--- src/rtl/pcm_i2s_tx_if.sv ---
// Sample stream from the mixer into the I2S transmitter: data, valid and ready.
interface pcm_i2s_tx_if #(
    parameter int unsigned DATA_WIDTH = 24
);
    logic [DATA_WIDTH-1:0] pcm;
    logic                  pcm_valid;
    logic                  pcm_ready;

    modport master (output pcm, output pcm_valid, input pcm_ready);
    modport slave  (input pcm, input pcm_valid, output pcm_ready);
endinterface

--- src/rtl/pcm_i2s_tx.sv ---
// I2S transmitter: buffers mono PCM samples and sends each on both slots, MSB first,
// with bit and word clocks derived from the system clock.
module pcm_i2s_tx #(
    parameter int unsigned CLK_DIV    = 4,
    parameter int unsigned DATA_WIDTH = 24,
    parameter int unsigned SLOT_BITS  = 32,
    parameter int unsigned FIFO_DEPTH = 4
) (
    input  logic                            clock,
    input  logic                            reset,
    pcm_i2s_tx_if.slave                     pcm_in,
    input  logic                            underflow_clr,
    output logic                            bclk,
    output logic                            lrck,
    output logic                            sdata,
    output logic                            underflow,
    output logic [$clog2(FIFO_DEPTH):0]     fifo_count
);
    localparam int unsigned PTR_W = $clog2(FIFO_DEPTH);
    localparam int unsigned CNT_W = PTR_W + 1;
    localparam int unsigned DIV_W = $clog2(CLK_DIV);
    localparam int unsigned BIT_W = $clog2(2 * SLOT_BITS);

    localparam logic [DIV_W-1:0] DivLast = DIV_W'(CLK_DIV - 1);
    localparam logic [BIT_W-1:0] BitLast = BIT_W'(2 * SLOT_BITS - 1);
    localparam logic [BIT_W-1:0] SlotLen = BIT_W'(SLOT_BITS);
    localparam logic [CNT_W-1:0] CntFull = CNT_W'(FIFO_DEPTH);

    logic [DATA_WIDTH-1:0] mem [FIFO_DEPTH];
    logic [PTR_W-1:0]      wr_ptr, rd_ptr;
    logic [DIV_W-1:0]      div_cnt, div_cnt_nxt;
    logic [BIT_W-1:0]      bit_cnt, bit_cnt_nxt, slot_k;
    logic [DATA_WIDTH-1:0] sample_q, sample_nxt;
    logic [CNT_W-1:0]      count_nxt;
    logic                  bclk_nxt, lrck_nxt, sdata_nxt, underflow_nxt, ready_nxt;
    logic                  fall_ev, frame_start, do_write, do_pop;

    always_comb begin
        div_cnt_nxt   = div_cnt + 1'b1;
        bclk_nxt      = bclk;
        bit_cnt_nxt   = bit_cnt;
        lrck_nxt      = lrck;
        sdata_nxt     = sdata;
        sample_nxt    = sample_q;
        underflow_nxt = underflow;
        count_nxt     = fifo_count;
        fall_ev       = 1'b0;
        slot_k        = '0;

        if (div_cnt == DivLast) begin
            div_cnt_nxt = '0;
            bclk_nxt    = ~bclk;
            fall_ev     = bclk;
        end

        if (fall_ev) begin
            bit_cnt_nxt = (bit_cnt == BitLast) ? '0 : bit_cnt + 1'b1;
        end
        frame_start = fall_ev && (bit_cnt_nxt == '0);

        do_write = pcm_in.pcm_valid && pcm_in.pcm_ready;
        do_pop   = frame_start && (fifo_count != '0);

        if (fall_ev) begin
            lrck_nxt  = (bit_cnt_nxt >= SlotLen);
            slot_k    = lrck_nxt ? bit_cnt_nxt - SlotLen : bit_cnt_nxt;
            // k=0 is the I2S delay bit; bits past the sample width are padded with zero
            sdata_nxt = 1'b0;
            for (int i = 0; i < int'(DATA_WIDTH); i++) begin
                if (int'(slot_k) == int'(DATA_WIDTH) - i) sdata_nxt = sample_q[i];
            end
        end

        if (frame_start) begin
            sample_nxt = do_pop ? mem[rd_ptr] : '0;
        end

        if (frame_start && !do_pop) begin
            underflow_nxt = 1'b1;
        end else if (underflow_clr) begin
            underflow_nxt = 1'b0;
        end

        case ({do_write, do_pop})
            2'b10:   count_nxt = fifo_count + 1'b1;
            2'b01:   count_nxt = fifo_count - 1'b1;
            default: count_nxt = fifo_count;
        endcase
        ready_nxt = (count_nxt != CntFull);
    end

    always_ff @(posedge clock or posedge reset) begin
        if (reset) begin
            div_cnt          <= '0;
            bclk             <= 1'b0;
            bit_cnt          <= BitLast;
            lrck             <= 1'b1;
            sdata            <= 1'b0;
            sample_q         <= '0;
            underflow        <= 1'b0;
            fifo_count       <= '0;
            pcm_in.pcm_ready <= 1'b1;
            wr_ptr           <= '0;
            rd_ptr           <= '0;
        end else begin
            div_cnt          <= div_cnt_nxt;
            bclk             <= bclk_nxt;
            bit_cnt          <= bit_cnt_nxt;
            lrck             <= lrck_nxt;
            sdata            <= sdata_nxt;
            sample_q         <= sample_nxt;
            underflow        <= underflow_nxt;
            fifo_count       <= count_nxt;
            pcm_in.pcm_ready <= ready_nxt;
            if (do_write) wr_ptr <= wr_ptr + 1'b1;
            if (do_pop)   rd_ptr <= rd_ptr + 1'b1;
        end
    end

    // Storage needs no reset: pointers and count define what is valid.
    always_ff @(posedge clock) begin
        if (do_write) mem[wr_ptr] <= pcm_in.pcm;
    end
endmodule

--- src/flat_wrapper.sv ---
// flat-port wrapper written by rule: the top's interface ports become plain ports
module pcm_i2s_tx_flat 
#(
    parameter int unsigned CLK_DIV    = 4,
    parameter int unsigned DATA_WIDTH = 24,
    parameter int unsigned SLOT_BITS  = 32,
    parameter int unsigned FIFO_DEPTH = 4
)
  (clock, reset, underflow_clr, bclk, lrck, sdata, underflow, fifo_count, pcm_in_pcm, pcm_in_pcm_valid, pcm_in_pcm_ready);
  pcm_i2s_tx_if #(.DATA_WIDTH(DATA_WIDTH)) pcm_in_i ();
  input  logic clock;
  input  logic reset;
  input  logic underflow_clr;
  output logic bclk;
  output logic lrck;
  output logic sdata;
  output logic underflow;
  output logic [$clog2(FIFO_DEPTH):0] fifo_count;
  input wire logic [$bits(pcm_in_i.pcm)-1:0] pcm_in_pcm;
  input wire logic [$bits(pcm_in_i.pcm_valid)-1:0] pcm_in_pcm_valid;
  output wire logic [$bits(pcm_in_i.pcm_ready)-1:0] pcm_in_pcm_ready;
  assign pcm_in_i.pcm = pcm_in_pcm;
  assign pcm_in_i.pcm_valid = pcm_in_pcm_valid;
  assign pcm_in_pcm_ready = pcm_in_i.pcm_ready;
  pcm_i2s_tx #(.CLK_DIV(CLK_DIV), .DATA_WIDTH(DATA_WIDTH), .SLOT_BITS(SLOT_BITS), .FIFO_DEPTH(FIFO_DEPTH)) u_core (.clock(clock), .reset(reset), .pcm_in(pcm_in_i), .underflow_clr(underflow_clr), .bclk(bclk), .lrck(lrck), .sdata(sdata), .underflow(underflow), .fifo_count(fifo_count));
endmodule
--- config.mk ---
export PLATFORM = sky130hd
export DESIGN_NAME = pcm_i2s_tx_flat
export DESIGN_NICKNAME = d
export VERILOG_FILES = /design/src/rtl/pcm_i2s_tx_if.sv /design/src/rtl/pcm_i2s_tx.sv /design/src/flat_wrapper.sv
export SDC_FILE = /design/constraint.sdc
export NUM_CORES = 1
export LEC_CHECK = 0
export CORE_MARGIN = 2
export CORE_UTILIZATION = 60
export CTS_CLUSTER_SIZE = 25
export DETAILED_ROUTE_END_ITERATION = 10
export PLACE_DENSITY = 0.82
export SLEW_MARGIN = 20
export SYNTH_ARGS = -nofsm -noshare
export SYNTH_HDL_FRONTEND = slang
export SYNTH_SLANG_ARGS = --single-unit
--- constraint.sdc ---
create_clock -name clock -period 7.7 [get_ports clock]
set_input_delay 1.54 -clock clock [delete_from_list [all_inputs] [get_ports clock]]
set_output_delay 1.54 -clock clock [all_outputs]
set_load 0.01 [all_outputs]
Word level (Yosys, flattened, before mapping)
Memory sizes are Yosys's and may differ from the RTL's.
Cells that the tools add are included.

storage, ports and cells
  logic and storage cells = 93
  memory bits (read-only) = 0
  bits in latches = 0
  memories = 1
  flip-flop bits (word level) = 44
  bits in writable memories = 96

operators by class
  bitwise operators = 1
  shifts and indexed selects = 0
  muxes and demuxes = 35
  multiply operators = 0
  reduce and logical (&&, ||, !) cells = 8
  add/subtract/negate cells = 7
  magnitude comparators = 1
  eq/ne operators = 29
  divide/modulo/power cells = 0

memory list
  memory      depth  bits a word  read ports  clocked after Yosys merged registers in  write ports  RTL line          source
  u_core.mem  4      24           1           0                                        1            pcm_i2s_tx.sv:29  logic [DATA_WIDTH-1:0] mem [FIFO_DEPTH];

operators by type and width
  kind                                                                 count
  6-bit == test (second input constant)                                10
  6-bit by 5-bit == test with 1-bit output (second input constant)     8
  1-bit 2-to-1 mux                                                     29
  6-bit by 4-bit == test with 1-bit output (second input constant)     4
  24-bit 2-to-1 mux                                                    1
  6-bit 2-to-1 mux                                                     3
  6-bit by 3-bit == test with 1-bit output (second input constant)     2
  2-bit by 1-bit adder with 2-bit output (second input constant)       3
  6-bit by 1-bit adder with 6-bit output (second input constant)       1
  6-bit by 2-bit == test with 1-bit output (second input constant)     1
  6-bit >= comparator (second input constant)                          1
  6-bit zero test                                                      1
  3-bit one-hot mux with 2 select lines                                1
  6-bit subtractor (second input constant)                             1
  2-bit == test (second input constant)                                2
  1-bit logical AND                                                    4
  3-bit by 1-bit adder with 3-bit output (second input constant)       1
  3-bit != test (second input constant)                                1
  3-bit nonzero test                                                   1
  3-bit by 1-bit subtractor with 3-bit output (second input constant)  1
  2-bit by 1-bit == test with 1-bit output (second input constant)     1
  2-bit 2-to-1 mux                                                     1
  2-bit nonzero test                                                   1
  1-bit zero test                                                      1
  1-bit inverter                                                       1

Longest topological paths before layout
  depth after elaboration = 30
  depth in mapped cells = 16
  mapped depth without buffers = 14

Worst setup path after synthesis
No wires, ideal clock.

  path type = register to register
  start point = register u_core.bit_cnt[0]
  end point = register u_core.pcm_in.pcm_ready
  arrival time = 2899 ps
  period minus slack after synthesis = 2981 ps
  library setup time = 82 ps
  required time = 7618 ps
  stages on the path, launching flop included = 17
  setup slack = 4719 ps
  cell sequence = dfstp_2 ha_1 buf_2 and2_1 a211o_1 buf_4 inv_4 nor3_1 nand3_1 nor2_1 ha_1 inv_1 fa_1 xor2_1 nor2_1 xor2_1 nand2_1

between the ends
  cells in the longest elaborated chain, start to end = 9
  elaborated cells on any way between the ends = 11
  classes of those cells = add/sub (1); eq/ne (4); mux (3); reduce/logical (3)

RTL lines
  element                                                                    RTL line             source
  from (decl)                                                                pcm_i2s_tx.sv:32     logic [BIT_W-1:0] bit_cnt, bit_cnt_nxt, slot_k;
  from (signal assigned)                                                     pcm_i2s_tx.sv:96     bit_cnt <= BitLast;
  from (signal assigned)                                                     pcm_i2s_tx.sv:108    bit_cnt <= bit_cnt_nxt;
  6-bit by 1-bit adder with 6-bit output or 6-bit == test (tied branches)    pcm_i2s_tx.sv:57     bit_cnt_nxt = (bit_cnt == BitLast) ? '0 : bit_cnt + 1'b1;
  6-bit 2-to-1 mux                                                           pcm_i2s_tx.sv:57
  6-bit 2-to-1 mux *                                                         pcm_i2s_tx.sv:56     if (fall_ev) begin
  named net u_core.bit_cnt_nxt[0]                                            pcm_i2s_tx.sv:32
  6-bit zero test *                                                          pcm_i2s_tx.sv:59     frame_start = fall_ev && (bit_cnt_nxt == '0);
  1-bit logical AND *                                                        pcm_i2s_tx.sv:59
  1-bit logical AND *                                                        pcm_i2s_tx.sv:62     do_pop = frame_start && (fifo_count != '0);
  named net u_core.do_pop                                                    pcm_i2s_tx.sv:36     logic fall_ev, frame_start, do_write, do_pop;
  2-bit by 1-bit == test with 1-bit output or 2-bit == test (tied branches)  pcm_i2s_tx.sv:84     case ({do_write, do_pop})
  3-bit one-hot mux with 2 select lines *                                    pcm_i2s_tx.sv:84
  named net u_core.count_nxt[2]                                              pcm_i2s_tx.sv:34     logic [CNT_W-1:0] count_nxt;
  3-bit != test *                                                            pcm_i2s_tx.sv:89     ready_nxt = (count_nxt != CntFull);
  named net u_core.ready_nxt                                                 pcm_i2s_tx.sv:35     logic bclk_nxt, lrck_nxt, sdata_nxt, underflow_nxt, ready_nxt;
  to (signal assigned)                                                       pcm_i2s_tx.sv:114    pcm_in.pcm_ready <= ready_nxt;
  to (decl)                                                                  pcm_i2s_tx_if.sv:10  modport slave (input pcm, input pcm_valid, output pcm_ready);

Mark *: on every way through the listed nets, which the timed path passes. The rest lies on a longest branch.
A chain may end at the register's enable or synchronous reset.

Worst setup path after layout
  start point = register u_core.bit_cnt[1]
  end point = register u_core.pcm_in.pcm_ready

between the ends
  cells in the longest elaborated chain, start to end = 9
  elaborated cells on any way between the ends = 11
  classes of those cells = add/sub (1); eq/ne (4); mux (3); reduce/logical (3)

RTL lines
  element                                                                    RTL line
  6-bit == test *                                                            pcm_i2s_tx.sv:57
  6-bit 2-to-1 mux *                                                         pcm_i2s_tx.sv:57
  6-bit 2-to-1 mux *                                                         pcm_i2s_tx.sv:56
  named net u_core.bit_cnt_nxt[0]                                            pcm_i2s_tx.sv:32
  6-bit zero test *                                                          pcm_i2s_tx.sv:59
  1-bit logical AND *                                                        pcm_i2s_tx.sv:59
  1-bit logical AND *                                                        pcm_i2s_tx.sv:62
  named net u_core.do_pop                                                    pcm_i2s_tx.sv:36
  2-bit by 1-bit == test with 1-bit output or 2-bit == test (tied branches)  pcm_i2s_tx.sv:84
  3-bit one-hot mux with 2 select lines *                                    pcm_i2s_tx.sv:84
  named net u_core.count_nxt[2]                                              pcm_i2s_tx.sv:34
  3-bit != test *                                                            pcm_i2s_tx.sv:89
  named net u_core.ready_nxt                                                 pcm_i2s_tx.sv:35

Marked as above.

==> impl_metrics.yaml <==
synth:
  synthesized_area_per_cell_um2: 14.2
  synth-edff-count: 96
  synth_top_flop_cell: "sky130_fd_sc_hd__edfxtp_1"
  postSynthRegisterBits: 140
  syn_nets: 471
  synth_area_um2: 6160
  synthDistinctLibCells: 64
  ys.warnings.count: 0
  asr_flop_ratio_synth: 0.314
  seq_area_frac_synth: 0.649
  synth_cells: 435
timing:
  timing.final.setup_violations: 0
  slew_headroom: 0.391
  final.setup_skew_ns: 0.00999
  slew_violations: 0
  worst-slew-pin-transition_ns: 0.913
  hold_violations: 0
  grt_setup_unrepaired: "false"
  totalNegativeSetupSlack_ns: 0
  timing.fmax_mhz: 273
  post-route-period-util: 0.475
  period_minus_slack_ns: 3.66
finish:
  drive_above_1_share: 0.175
  num_antenna_cells: 0
  final_core_utilization: 0.722
  mostFrequentLayoutCells: "sky130_fd_sc_hd__edfxtp_1 (96), sky130_fd_sc_hd__nand2_1 (67), sky130_fd_sc_hd__dfrtp_1 (36)"
  design.final.nets: 503
  layout_commonest_cell: "sky130_fd_sc_hd__edfxtp_1"
  syn2layout_area_growth_pct: 15.7
  design_area_um2: 7120
floorplan:
  initial_utilization: 0.624
  num_rows: 36
  core_area_um2: 9860
  dieArea_um2: 11100
  die_w_um: 105
  floorplan.io_pins: 36
  die_height_um: 105
placement:
  routability_congestion_estimate: 0.897
  detailed_place.area_um2: 6590
  dp.final_hpwl_um: 7820
  numPortBuffers: 35
worst_setup_path:
  worst_path_slowest_cell: "sky130_fd_sc_hd__dfstp_2"
  crit_family: "simple AND/OR/NAND/NOR gates"
  worstPathArrival_ns: 4.11
  critPathMaxStageDelay_ns: 0.70
  path_class: "flop to flop"
  r2r_slack_ns: 4.04
  worst_setup_path_end_kind: "flop"
  timing.critical_path.buf_inv: 2
  timing.critical_path.required_ns: 8.15
  timing.critical_path.fanout_max: 12
  critical_path.startpoint_type: "flop"
  critical_path.cell_chain: "ha_1 -> and2_1 -> a211o_1 -> inv_4 -> nor3_1 -> nand3_1 -> nor2_1 -> ha_1 -> inv_1 -> fa_1 -> xor2_1 -> nor2_1 -> xor2_1 -> nand2_1"
pwr:
  worst_ir_drop_on_vdd_uv: 314
  p_leak_nw: 2.60
  pwr_dens_nw_per_um2: 272
  report.power.total_mw: 1.94
cts:
  clk_transition_reported_paths_ns: 0.06
  tritoncts: "done"
  cts_buffers: 17
  cts_resized: 0
  depth_of_the_cts_h_tree: 4
  cts_max_path_buffers: 2
  cts_root_buffer: "sky130_fd_sc_hd__clkbuf_8"
  cts.hold.buffers_added: 0
  cts_setup_buffers: 0
  tritoncts_num_sinks: 140
  clock_latency_ns: 0.53
drt:
  dr.pass1.iters: 5
  detail_route.drc_violations: 0
  routed-via-count: 3721
  drt.antenna.violating_nets: 0
  vias_per_cell: 6.07
  first_iter_violations: 306
  routed_wl_um: 12200
  detailed_route_wire_length_per_cell_um: 19.9
status:
  outcome: "complete, no violations"
grt:
  wire_length_of_the_first_global_routing_pass_um: 20200
  antenna_found_initial: 0
  total_overflow_reported_by_the_global_router: 0
  vias_in_the_first_global_route: 3866
  grt_start_max_net_pins: 51
  grt_util_all_layers: 0.244
min_path:
  holdCritPathClass: "flop to flop"
run:
  maxCapViolations: 0
## final cells by class
class / instances / area (um2)
flip-flops and latches: 140 / 3990
fillers: 614 / 2740
multi-input cells: 254 / 1970
clock buffers: 18 / 418
repair buffers: 42 / 403
well taps: 133 / 166
clock inverters: 14 / 120
inverters: 12 / 47.5
## metrics by stage
step	hold slack, ns	setup slack [ns]	std cells
floorplan	0.410	4.72	435
global placement	0.419	4.16	581
detailed placement	0.427	4.07	581
CTS	0.434	4.07	613
global route	0.466	3.70	613
finish	0.430	4.04	613
## path summary, 6_finish.rpt
kind	start	endpoint	cells past startpoint
worst min register to register	u_core.div_cnt[0]$_DFF_PP0_	u_core.div_cnt[0]$_DFF_PP0_	1
worst max-delay path	u_core.bit_cnt[1]$_DFF_PP1_	u_core.pcm_in.pcm_ready$_DFF_PP1_	14
worst max register to register	u_core.bit_cnt[1]$_DFF_PP1_	u_core.pcm_in.pcm_ready$_DFF_PP1_	14
worst min-delay path	u_core.div_cnt[0]$_DFF_PP0_	u_core.div_cnt[0]$_DFF_PP0_	1
min in group asynchronous	reset	u_core.wr_ptr[0]$_DFFE_PP0P_	3
max in group asynchronous	reset	u_core.sample_q[13]$_DFFE_PP0P_	3
## sequential cells by signal, indices dropped and copies added (netlist names)
signal                   cells
u_core.mem                  96
u_core.sample_q             24
u_core.bit_cnt               6
u_core.fifo_count            3
u_core.div_cnt               2
u_core.rd_ptr                2
u_core.wr_ptr                2
u_core.bclk                  1
u_core.lrck                  1
u_core.pcm_in.pcm_ready      1
u_core.sdata                 1
u_core.underflow             1
## kinds of logic after synthesis
group / synth area share
muxes: 0.108
DFF: 0.649
xor gates and xnor gates: 0.0128
and+or+nand+nor: 0.0925
adders and majority gates: 0.0175
buffers and inverters: 0.0307
AOI/OAI and AO/OA: 0.0898
## power by group
group	total [mW]	internal (mW)	switching [mW]
sequential	0.968	0.929	0.0388
combinational	0.239	0.0930	0.146
clock	0.733	0.427	0.306
## Yosys cell counts (8+ instances only)
cell                       instances  area (um2)
sky130_fd_sc_hd__a21oi_1          10        50.1
sky130_fd_sc_hd__buf_2            14        70.1
sky130_fd_sc_hd__clkbuf_1         11        41.3
sky130_fd_sc_hd__dfrtp_1          36         901
sky130_fd_sc_hd__dfstp_2           8         210
sky130_fd_sc_hd__edfxtp_1         96        2880
sky130_fd_sc_hd__inv_1             9        33.8
sky130_fd_sc_hd__mux2i_1           8        80.1
sky130_fd_sc_hd__mux4_2           25         563
sky130_fd_sc_hd__nand2_1          67         251
sky130_fd_sc_hd__nor2_1           12        45.0
sky130_fd_sc_hd__o21ai_0          17        85.1
sky130_fd_sc_hd__o21ai_1          16        80.1
## worst register-to-register path: cells and delay by family (launching register included)
| family | cells | cell delay (ns) |
|---|---|---|
| simple gates | 6 | 1.04 |
| xor+xnor | 2 | 0.34 |
| buf+inv | 2 | 0.16 |
| fa+ha+maj | 3 | 0.98 |
| flops | 1 | 0.70 |
| compound gates | 1 | 0.37 |
## layer usage
layer	vias up	share of wire	GRT usage
li1	1720	-	-
met1	1864	0.44	0.320
met2	116	0.50	0.395
met3	21	0.048	0.0569
met4	0	0.015	0.103
met5	-	0	0
Note: power is estimated with default switching activity, not from simulation.
==> variant 1, RTL diff (same settings) <==
Make the reset (`reset`) synchronous in one clocked block.
--- a/src/rtl/pcm_i2s_tx.sv
+++ b/src/rtl/pcm_i2s_tx.sv
@@ -91,3 +91,3 @@
 
-    always_ff @(posedge clock or posedge reset) begin
+    always_ff @(posedge clock) begin
         if (reset) begin
Formal check against the unedited RTL: differs if reset is asserted again (counterexample within 4 cycles, from zero or initial values and one cycle with reset high); with reset held inactive, the same outputs for 10 cycles.
==> variant 1 against the unedited design <==
  * Fmax down 3.6%
  * First-iteration DRC count down 33%
  * Core utilization is 1.3 points higher
  * Setup slack worse by 0.14 ns
  * Critical endpoint is now u_core.pcm_in.pcm_ready
  * Synthesized area shrank 5.6%
  * Non-clock buffer count is 1 higher
  * Wire length fell by 5.3%
  * Sequential cell count up 2
  * Cell area fell by 3.8%
Power is not compared: it rests on default switching activity, and its combinational part moved more than twofold at a synthesized area within 25%.
==> variant 1: results (changes against the unedited design) <==
metric;value;unit;change
synth.area.top_cells;edfxtp_1, dfxtp_1, mux4_2;;
muxShareOfSynthArea;0.0966;;-0.0115
wl_met2;5880;um;-3.1%
hold_slack;0.435;ns;+0.00549 ns
drt-met1-wl;4780;um;-10%
hpwl;6790;um;-13%
synth_compound_area_frac;0.0824;;-0.00738
fillers;583;;-5.0%
r2r-end;u_core.pcm_in.pcm_ready;;
multiInputGateArea;1850;um^2;-6.3%
place_area;6260;um^2;-4.9%
grtUsageMet2;0.389;;-0.00629
fin_worst_skew;0.0121;ns;+0.00207 ns
synth_top_area_frac;0.496;;+0.0277
worst-path-max-fanout;17;;+5
cts.root.buffer_cell;clkbuf_8;;
grt_first_pass_wirelength;18400;um;-8.7%
clock_area_frac;0.0863;;+0.0108
seq_area;3800;um^2;-4.8%
syn_nets;456;;-3.2%
hp-start;u_core.div_cnt[0];;
dr.pass1.iters;4;;-1
dr.first_iter.drc_count;204;;-33%
critPathSlowestCell;o211ai_2;;
bufAreaShareNonClock;0.0599;;+0.00330
slowest_delay;0.57;ns;-0.13 ns
netlist_instances;420;;-3.4%
grt_max_degree;40;;-22%
routed-wl-met3;568;um;-2.7%
drive_gt1_frac;0.150;;-0.0254
n_all_inverters;10;;-2
yosysSeqAreaShare;0.654;;+0.00568
post_drt_via_cell_ratio;5.99;;-1.2%
seq_cell_count;142;;+1.4%
dpl_worst_slack;3.92;ns;-0.150 ns
met1_usage;0.306;;-0.0145
yosys.area_share.xor_xnor;0.0121;;-0.000749
gp_congestion;0.894;;-0.31%
r2r-start;u_core.bit_cnt[0];;
r2r_cells;13;;-1
async_flop_share;0;;-0.314
wirelength;11500;um;-5.3%
dp_cells;565;;-2.8%
hold_path_end;u_core.div_cnt[0];;
worst_pin_slew;0.985;ns;+0.0712 ns
comb.multi_input.count;241;;-5.1%
fin_nets;491;;-2.4%
taps;129;;-3.0%
grt_util_all_layers;0.242;;-0.00255
synthTopCellsByCount;edfxtp_1, dfxtp_1, nand2_1;;
wl_per_cell;19.3;um;-2.8%
buffers;43;;+2.4%
status;finished, final reports clean;;
grt_pass1_vias;3569;;-7.7%
[variant 1: changes by cell type after synthesis, sizes merged, moves of 5 or more]
cell,change
o21ai,-22
nand3,+28
nor2,+5
mux2i,-7
dfxtp,+46
a21oi,+21
nand2,-24
dfstp,-8
dfrtp,-36
[variant 1: worst max-delay path by stage]
stage / from / endpoint / slack (ns) / depth (start not counted)
2_1_floorplan: u_core.div_cnt[0] / u_core.pcm_in.pcm_ready / 4.48 / 14
4_1_cts: u_core.bit_cnt[0] / u_core.pcm_in.pcm_ready / 3.92 / 13
3_5_place_dp: u_core.bit_cnt[0] / u_core.pcm_in.pcm_ready / 3.92 / 13
3_3_place_gp: u_core.bit_cnt[0] / u_core.pcm_in.pcm_ready / 4.11 / 13
5_1_grt: u_core.bit_cnt[0] / u_core.pcm_in.pcm_ready / 3.61 / 13
6_report: u_core.bit_cnt[0] / u_core.pcm_in.pcm_ready / 3.91 / 13
==> variant 2, RTL diff (config.mk and constraints unchanged) <==
Without the edit above. `DATA_WIDTH` is set to 24 in 3 places; all go to 36.
--- a/src/rtl/pcm_i2s_tx_if.sv
+++ b/src/rtl/pcm_i2s_tx_if.sv
@@ -2,3 +2,3 @@
 interface pcm_i2s_tx_if #(
-    parameter int unsigned DATA_WIDTH = 24
+    parameter int unsigned DATA_WIDTH = 36
 );
--- a/src/rtl/pcm_i2s_tx.sv
+++ b/src/rtl/pcm_i2s_tx.sv
@@ -4,3 +4,3 @@
     parameter int unsigned CLK_DIV    = 4,
-    parameter int unsigned DATA_WIDTH = 24,
+    parameter int unsigned DATA_WIDTH = 36,
     parameter int unsigned SLOT_BITS  = 32,
--- a/src/flat_wrapper.sv
+++ b/src/flat_wrapper.sv
@@ -4,3 +4,3 @@
     parameter int unsigned CLK_DIV    = 4,
-    parameter int unsigned DATA_WIDTH = 24,
+    parameter int unsigned DATA_WIDTH = 36,
     parameter int unsigned SLOT_BITS  = 32,
Interface: changed (resized pcm_in_pcm); port bits go from 36 to 48. No check against the original RTL was run, so the function may have changed too.
==> variant 2 against the unedited design <==
  * Power up 23%
  * Wire length up 17%
  * Core utilization down 0.94 points
  * Highest routed layer unchanged
  * Non-clock buffer count up 5
  * Synthesized area up 22%
  * Critical path type unchanged
  * Setup slack worse by 0.56 ns
  * Sequential power up 25%
  * Count of clock-buffer cells in the layout up 3
  * Cell area up 21%
  * Via count up 18%
  * Combinational power up 15%
  * Sequential cell count up 35
==> variant 2: results (changes against the unedited design) <==
metric;value;unit;change
status;finished, final reports clean;;
fillers;807;;+31%
wl_per_cell;19.5;um;-1.8%
worst-path-max-fanout;65;;+53
post_drt_via_cell_ratio;5.98;;-1.4%
grt_max_degree;66;;+29%
p_clk_frac;0.380;;+0.002
io_buffer_count;42;;+20%
grtUsageMet2;0.391;;-0.00390
fin_worst_skew;0.0124;ns;+0.00240 ns
seq_area;5010;um^2;+26%
bufAreaShareNonClock;0.0531;;-0.00351
p_seq_frac;0.505;;+0.006
dr.first_iter.drc_count;313;;+2.3%
drive_gt1_frac;0.167;;-0.00833
buffers;47;;+12%
comb.multi_input.count;299;;+18%
grt_util_all_layers;0.236;;-0.00823
synth.area.top_cells;edfxtp_1, dfrtp_1, mux4_2;;
n_all_inverters;11;;-1
grt_first_pass_wirelength;23300;um;+15%
syn_nets;568;;+21%
reg_top3;u_core.mem: 124 flops, u_core.sample_q: 31 flops, u_core.bit_cnt: 6 flops;;
slowest_delay;0.74;ns;+0.04 ns
netlist_instances;520;;+20%
routed-wl-met3;668;um;+14%
swShare;0.240;;-0.0129
critPathSlowestCell;or4_4;;
wl_met2;7230;um;+19%
synth.distinct_cells;67;;+4.7%
worst_pin_slew;1.04;ns;+0.129 ns
yosysSeqAreaShare;0.669;;+0.0201
dp_cells;700;;+20%
fin_nets;599;;+19%
synthTopCellsByCount;edfxtp_1, nand2_1, dfrtp_1;;
cts.root.buffer_cell;clkbuf_16;;
gp_congestion;0.907;;+1.0%
multiInputGateArea;2270;um^2;+15%
drt-met1-wl;6160;um;+15%
grtUsageMet3;0.0591;;+0.00220
async_flop_share;0.291;;-0.0229
ys_ff_latch;175;;+25%
synth_edf_count;124;;+29%
r2r_cells;13;;-1
crit_arrival;4.55;ns;+0.44 ns
variant 2: kinds of logic (layout without fill, tap and decap cells):
family / Yosys count / count (layout) / share of synthesized area
multiplexers: 37 / 37 / 0.101
buffers and inverters: 46 / 90 / 0.0279
adder cells (fa/ha/maj): 8 / 8 / 0.0144
AND/OR/NAND/NOR: 152 / 152 / 0.0960
AO/OA/AOI/OAI: 93 / 93 / 0.0800
XOR/XNOR: 9 / 9 / 0.0115
flip-flops: 175 / 175 / 0.669
variant 2: stage by stage:
step	total power [mW]	cell area (um^2)	setup WS, ns	hold WS, ns
after floorplan	1.38	7490	4.44	0.410
after global placement	1.48	7990	3.70	0.421
after detailed placement	1.51	7990	3.56	0.441
after CTS	2.42	8630	3.56	0.449
after global routing	2.49	8630	3.29	0.456
final	2.39	8630	3.49	0.438
variant 2: worst reg2reg max path: cells and delay by family (launching register included):
kind	cells	cell delay [ns]
simple gates	6	1.66
flops	1	0.65
compound gates	1	0.41
xor+xnor	2	0.36
buf+inv	1	0.06
fa+ha+maj	3	0.98
